`src/rtl/rtc_lector_secuencia.sv`:
```
// RTC read sequencer: reads eleven registers over the multiplexed A/D bus into a
// local buffer, then replays them to the display interface as one timed burst.
module rtc_lector_secuencia #(
  parameter int unsigned T_PULSE = 7,
  parameter int unsigned T_GAP   = 3,
  parameter int unsigned LEAD    = 10
) (
  input  logic       clk,
  input  logic       reset,
  input  logic       tick,
  input  logic [7:0] ad_in,
  output logic [7:0] ad_out,
  output logic       ad_oe,
  output logic       cs_n,
  output logic       rd_n,
  output logic       wr_n,
  output logic       a_d,
  output logic       inicioSecuencia,
  output logic [7:0] datoRTC,
  output logic       busy
);

  typedef enum logic [2:0] {
    StIdle, StAddr, StGapA, StData, StGapD, StLead, StStream
  } state_e;

  localparam logic [3:0] PulseLast  = 4'(T_PULSE - 1);
  localparam logic [3:0] GapLast    = 4'(T_GAP - 1);
  localparam logic [3:0] LeadLast   = 4'(LEAD - 1);
  localparam logic [3:0] IdxLast    = 4'd10;

  function automatic logic [7:0] rtc_addr(input logic [3:0] i);
    logic [7:0] a;
    unique case (i)
      4'd0:    a = 8'h21;
      4'd1:    a = 8'h22;
      4'd2:    a = 8'h23;
      4'd3:    a = 8'h24;
      4'd4:    a = 8'h25;
      4'd5:    a = 8'h26;
      4'd6:    a = 8'h27;
      4'd7:    a = 8'h28;
      4'd8:    a = 8'h41;
      4'd9:    a = 8'h42;
      default: a = 8'h43;
    endcase
    return a;
  endfunction

  state_e     state_q, state_d;
  logic [3:0] cnt_q, cnt_d;
  logic [3:0] idx_q, idx_d;
  logic [7:0] rd_buf_q [0:10];
  logic [7:0] rd_buf_d [0:10];

  logic [7:0] ad_out_q, ad_out_d;
  logic       ad_oe_q, ad_oe_d;
  logic       cs_n_q, cs_n_d;
  logic       rd_n_q, rd_n_d;
  logic       wr_n_q, wr_n_d;
  logic       a_d_q, a_d_d;
  logic       inicio_q, inicio_d;
  logic [7:0] dato_q, dato_d;
  logic       busy_q, busy_d;

  // Sequencer next state: phase counter, register index and buffer capture.
  always_comb begin
    state_d  = state_q;
    cnt_d    = cnt_q + 4'd1;
    idx_d    = idx_q;
    rd_buf_d = rd_buf_q;
    unique case (state_q)
      StIdle: begin
        cnt_d = '0;
        // busy_q still high on the first IDLE clock: a tick there is dropped.
        if (tick && !busy_q) begin
          state_d = StAddr;
          idx_d   = '0;
        end
      end
      StAddr: if (cnt_q == PulseLast) begin
        state_d = StGapA;
        cnt_d   = '0;
      end
      StGapA: if (cnt_q == GapLast) begin
        state_d = StData;
        cnt_d   = '0;
      end
      StData: if (cnt_q == PulseLast) begin
        state_d = StGapD;
        cnt_d   = '0;
      end
      StGapD: begin
        // Pins lag the state by one clock, so the last rd_n-low clock is here.
        if (cnt_q == 4'd0) rd_buf_d[idx_q] = ad_in;
        if (cnt_q == GapLast) begin
          cnt_d = '0;
          if (idx_q == IdxLast) begin
            state_d = StLead;
          end else begin
            state_d = StAddr;
            idx_d   = idx_q + 4'd1;
          end
        end
      end
      StLead: if (cnt_q == LeadLast) begin
        state_d = StStream;
        cnt_d   = '0;
      end
      StStream: if (cnt_q == IdxLast) begin
        state_d = StIdle;
        cnt_d   = '0;
      end
      default: begin
        state_d = StIdle;
        cnt_d   = '0;
      end
    endcase
  end

  // Pin values decoded from the current state; registered on the next edge.
  always_comb begin
    ad_out_d = '0;
    ad_oe_d  = 1'b0;
    cs_n_d   = 1'b1;
    rd_n_d   = 1'b1;
    wr_n_d   = 1'b1;
    a_d_d    = 1'b1;
    inicio_d = 1'b0;
    dato_d   = '0;
    busy_d   = (state_q != StIdle);
    unique case (state_q)
      StAddr: begin
        a_d_d    = 1'b0;
        cs_n_d   = 1'b0;
        wr_n_d   = 1'b0;
        ad_oe_d  = 1'b1;
        ad_out_d = rtc_addr(idx_q);
      end
      StData: begin
        cs_n_d = 1'b0;
        rd_n_d = 1'b0;
      end
      StLead:   inicio_d = 1'b1;
      StStream: begin
        inicio_d = 1'b1;
        dato_d   = rd_buf_q[cnt_q];
      end
      default: ;
    endcase
  end

  // State and output registers.
  always_ff @(posedge clk or posedge reset) begin
    if (reset) begin
      state_q  <= StIdle;
      cnt_q    <= '0;
      idx_q    <= '0;
      for (int i = 0; i < 11; i++) rd_buf_q[i] <= '0;
      ad_out_q <= '0;
      ad_oe_q  <= 1'b0;
      cs_n_q   <= 1'b1;
      rd_n_q   <= 1'b1;
      wr_n_q   <= 1'b1;
      a_d_q    <= 1'b1;
      inicio_q <= 1'b0;
      dato_q   <= '0;
      busy_q   <= 1'b0;
    end else begin
      state_q  <= state_d;
      cnt_q    <= cnt_d;
      idx_q    <= idx_d;
      rd_buf_q <= rd_buf_d;
      ad_out_q <= ad_out_d;
      ad_oe_q  <= ad_oe_d;
      cs_n_q   <= cs_n_d;
      rd_n_q   <= rd_n_d;
      wr_n_q   <= wr_n_d;
      a_d_q    <= a_d_d;
      inicio_q <= inicio_d;
      dato_q   <= dato_d;
      busy_q   <= busy_d;
    end
  end

  assign ad_out          = ad_out_q;
  assign ad_oe           = ad_oe_q;
  assign cs_n            = cs_n_q;
  assign rd_n            = rd_n_q;
  assign wr_n            = wr_n_q;
  assign a_d             = a_d_q;
  assign inicioSecuencia = inicio_q;
  assign datoRTC         = dato_q;
  assign busy            = busy_q;

endmodule

```
`config.mk`:
```
export PLATFORM = sky130hd
export DESIGN_NAME = rtc_lector_secuencia
export DESIGN_NICKNAME = d
export VERILOG_FILES = /design/src/rtl/rtc_lector_secuencia.sv
export SDC_FILE = /design/constraint.sdc
export NUM_CORES = 1
export LEC_CHECK = 0
export CAP_MARGIN = 40
export CORE_ASPECT_RATIO = 0.9
export CORE_UTILIZATION = 45
export DETAILED_ROUTE_END_ITERATION = 7
export DONT_BUFFER_PORTS = 1
export HOLD_SLACK_MARGIN = 0.02
export SLEW_MARGIN = 0
export SYNTH_ARGS = -nofsm -noshare
export SYNTH_HDL_FRONTEND = slang
export SYNTH_SLANG_ARGS = --single-unit
export TNS_END_PERCENT = 30
```
`constraint.sdc`:
```
create_clock -name clk -period 13.6 [get_ports clk]
set_clock_uncertainty 0.2 [all_clocks]
set_input_delay 3.4 -clock clk [delete_from_list [all_inputs] [get_ports clk]]
set_output_delay 3.4 -clock clk [all_outputs]
set_load 0.02 [all_outputs]
```
== Word level (Yosys, flattened, before mapping) ==
Memory sizes are Yosys's and may differ from the RTL's.
Cells that the tools add are included.

* $add $sub $neg: 2
* $mul: 0
* Div/mod/pow operators: 0
* Magnitude comparators: 3
* Equal/unequal tests: 19
* Shifts and indexed selects: 0
* Muxes and demuxes: 31
* Bitwise logic cells: 2
* Reductions and logical operators: 13

{| class="wikitable"
|+ Operator list
! operator !! number
|-
| $bwmux 88 || 1
|-
| $mux 8 || 5
|-
| $bmux 8 s4 || 1
|-
| $demux 8 s4 || 1
|-
| $mux 4 || 7
|-
| $mux 3 || 8
|-
| $pmux 3 s7 || 1
|-
| $ne 2x2->1 const B || 8
|-
| $pmux 4 s4 || 1
|-
| $eq 4x4->1 const B || 3
|-
| $ge 5x5->1 const B || 2
|-
| $not 4->5 || 2
|-
| $eq 3x3->1 const B || 3
|-
| $add 4x1->4 const B || 2
|-
| $pmux 4 s2 || 1
|-
| $reduce_and 7->1 || 1
|-
| $eq 3x2->1 const B || 2
|-
| $reduce_or 2->1 || 3
|-
| $lt 5x1->1 const B || 1
|-
| $mux 1 || 5
|-
| $eq 4x2->1 const B || 1
|-
| $eq 4x3->1 const B || 1
|-
| $logic_not 4->1 || 1
|-
| $reduce_and 4->1 || 1
|-
| other kinds (7) || 8
|}

* Flip-flop bits (word level): 121
* Bits in latches: 0
* Memory bits (writable): 0
* Bits in read-only memories: 96
* Input port bits: 11
* Output and inout port bits: 23
* Logic and storage cells: 93
* Memories kept: 1

{| class="wikitable"
|+ Memory list
! name !! depth !! width !! rd ports !! clocked after memory_dff !! write ports !! line !! source
|-
| (no name shown) || 16 || 6 || 1 || 0 || 0 || 34 || <nowiki>unique case (i)</nowiki>
|}

== Longest topological paths before layout ==
* Depth in word-level cells: 6
* Gate-level depth with buffers: 8
* Mapped depth without buffers: 6

== Worst setup path before layout ==
No wires, ideal clock.

* Kind: input port to flip-flop
* From: in tick
* To: reg state_q[0]
* Library setup time: 0.125 ns
* Arrival time: 4.313 ns
* Path slack: 8.962 ns
* Stages: 4
* Path through: nor2b_1 -> nor2_1 -> or3b_4 -> mux2_4

* Word-level cells in the longest chain between the ends: 3

{| class="wikitable"
|+ RTL lines
! element !! line !! source
|-
| from (decl) || 10 || <nowiki>input logic tick,</nowiki>
|-
| $logic_and 1x1->1 || 76 || <nowiki>if (tick && !busy_q) begin</nowiki>
|-
| $ne 2x2->1 (no source line) || n/a ||
|-
| $reduce_and 7->1 (no source line) || n/a ||
|-
| to (signal assigned) || 156 || <nowiki>state_q <= StIdle;</nowiki>
|-
| to (signal assigned) || 170 || <nowiki>state_q <= state_d;</nowiki>
|-
| to (decl) || 50 || <nowiki>state_e state_q, state_d;</nowiki>
|}

Every way passes these cells.
A chain may end at the register's enable or synchronous reset.

==> results_dict.tcl <==
set metrics [dict create \
    io_pins 34 \
    required_ps 10000 \
    async_flop_share 1.00 \
    fin_cells 564 \
    ant_nets 0 \
    layout_common_cells "dfrtp_1 (116), mux2_2 (93), clkbuf_16 (17)" \
    final_core_util 0.517 \
    start_util 0.460 \
    final_nets 412 \
    place_inst 532 \
    grt_max_degree 55 \
    antenna_found_initial 0 \
    cts_setup_buffers 0 \
    worstSkewPairLatency_ps 420 \
    dr.pass1.iters 6 \
    drv_slew 0 \
    fin_crit_ps 4660 \
    rsz0062_at_grt "false" \
    post_cts_resize_count 0 \
    holdWs_ps 287 \
    hold_buffers 0 \
    clkTransAtPathRegs_ps 50 \
    path_max_fanout 2 \
    numCtsBuffers 17 \
    yosysTopAreaCell "dfrtp_1" \
    area_delta_synth_final_pct 12.3 \
    finalSetupViolCount 0 \
    max-cap-violations 0 \
    wirelength_um 11000 \
    power_density_nw_per_um2 193 \
    synthCells 394 \
    place_congestion 0.727 \
    layout-drive-gt1-share 0.408 \
    row_count 38 \
    die_h_um 107 \
    startpoint_type "flop" \
    cts-root-buf "clkbuf_16" \
    routed_via_density 5.51 \
    hpwlAfterDp_um 7050 \
    n_antenna_cell 0 \
    cts_tree "yes" \
    core_um2 12000 \
    cts_buffer_depth 2 \
    synthDistinctLibCells 50 \
    drt_iter0_drc 182 \
    grt_pass1_wl_um 18000 \
    first_global_vias 3180 \
    crit_type "reg -> out" \
    run_status "complete, no violations" \
    syn_area_per_cell_um2 14.1 \
    synth_edf_count 0 \
    wl_per_cell_um 19.6 \
    clock_sinks 119 \
    vias 3105 \
    hp-class "reg -> reg" \
    tightest_slew_ps 695 \
    yosysSeqAreaShare 0.538 \
    grt-ovfl-total 0 \
    synth.top_cells.by_area "dfrtp_1 (52%), mux2_2 (19%), mux4_2 (6.5%), ha_1 (2.3%), mux2i_1 (2.0%)" \
    syn-cell-area_um2 5540 \
    slew_headroom 0.536 \
    route.detailed.drc 0 \
    dpl-instance-area_um2 5700 \
    leakagePower_nw 2.62 \
    ys_ff_latch 119 \
    htreeDepth 4 \
    fp.dieW_um 119 \
    synth-main-ff-cell "dfrtp_1" \
    peakVddDrop_v 0.000107 \
    final_common_cell "dfrtp_1" \
    synth_top_area_frac 0.524 \
    tns_ps 0 \
    fp.dieArea_um2 12800 \
    cp.arrival_ps 1060 \
    endpoint_kind "output port" \
    hold_viol 0 \
    final.period_utilization 0.343 \
    num-fill-cells 996 \
    yosys_warnings 0 \
    grt_usage 0.196 \
    fmax_mhz 215 \
    io_buffers 0 \
    design_area_um2 6220 \
]
[layout make-up]
cell class | instances | area [um^2] | share of cell area
Sequential cell | 119 | 2980 | 0.479
Multi-Input combinational cell | 236 | 2390 | 0.385
Clock inverter | 10 | 55.1 | 0.00885
Inverter | 12 | 47.5 | 0.00765
Tap cell | 160 | 200 | 0.0322
Timing Repair Buffer | 5 | 77.6 | 0.0125
Clock buffer | 22 | 464 | 0.0746
[metal layers]
metal  part of all wire  vias to the layer above  GRT usage
li1                   -                     1420          -
met1               0.49                     1618      0.264
met2               0.46                       52      0.292
met3              0.039                       15     0.0676
met4              0.015                        0     0.0741
met5                  0                        -          0
[power breakdown]
part / switching [mW] / internal (mW) / total (mW)
sequential: 0.0600 / 0.415 / 0.475
clock: 0.154 / 0.239 / 0.392
combinational: 0.165 / 0.165 / 0.329
[path summary, 6_finish.rpt]
path / slack (ps) / cells past startpoint / startpoint / to
min in group asynchronous: 2670 / 1 / reset / ad_out[5]
min: 290 / 1 / rd_buf_q[24] / rd_buf_q[24]
max reg2reg: 10860 / 7 / cnt_q[0] / state_q[0]
min reg2reg: 290 / 1 / rd_buf_q[24] / rd_buf_q[24]
max in group asynchronous: 9440 / 3 / reset / rd_buf_q[11]
max: 8940 / 0 / a_d / wr_n
[synth_stat cells, types with 4 or more instances]
master and n:
dfrtp_1 116, mux2_2 93, clkbuf_1 18, mux4_2 16
inv_1 11, mux2i_1 11, nand2_2 11, and2_1 10
ha_1 10, nor2_1 10, o22ai_1 9, a22oi_1 8
nor2b_1 6, a21oi_1 5, buf_2 5, mux2_1 4
nand2b_1 4
[state kept, by name (all words and copies together), names as in the netlist]
register / count
a_d: 1
ad_oe: 1
ad_out: 6
busy: 1
cnt_q: 4
cs_n: 1
datoRTC: 8
idx_q: 4
inicioSecuencia: 1
rd_buf_q: 88
rd_n: 1
state_q: 3
[through the flow]
stage,setup WS [ps],power (mW)
floorplan,6850,0.738
global placement,8610,0.801
detailed placement,8880,0.811
CTS,8910,1.21
global route,8900,1.26
finish,8940,1.20
[kinds of logic after synthesis]
logic type               after synthesis  synth area share
adder cells (fa/ha/maj)               10            0.0226
XOR/XNOR                               2           0.00316
buffers and inverters                 40            0.0303
flip-flops                           119             0.538
other                                  1          0.000677
AO/OA/AOI/OAI                         34            0.0418
multiplexers                         125             0.285
AND/OR/NAND/NOR                       63            0.0782
No activity file was read; power rests on OpenSTA's default activity.
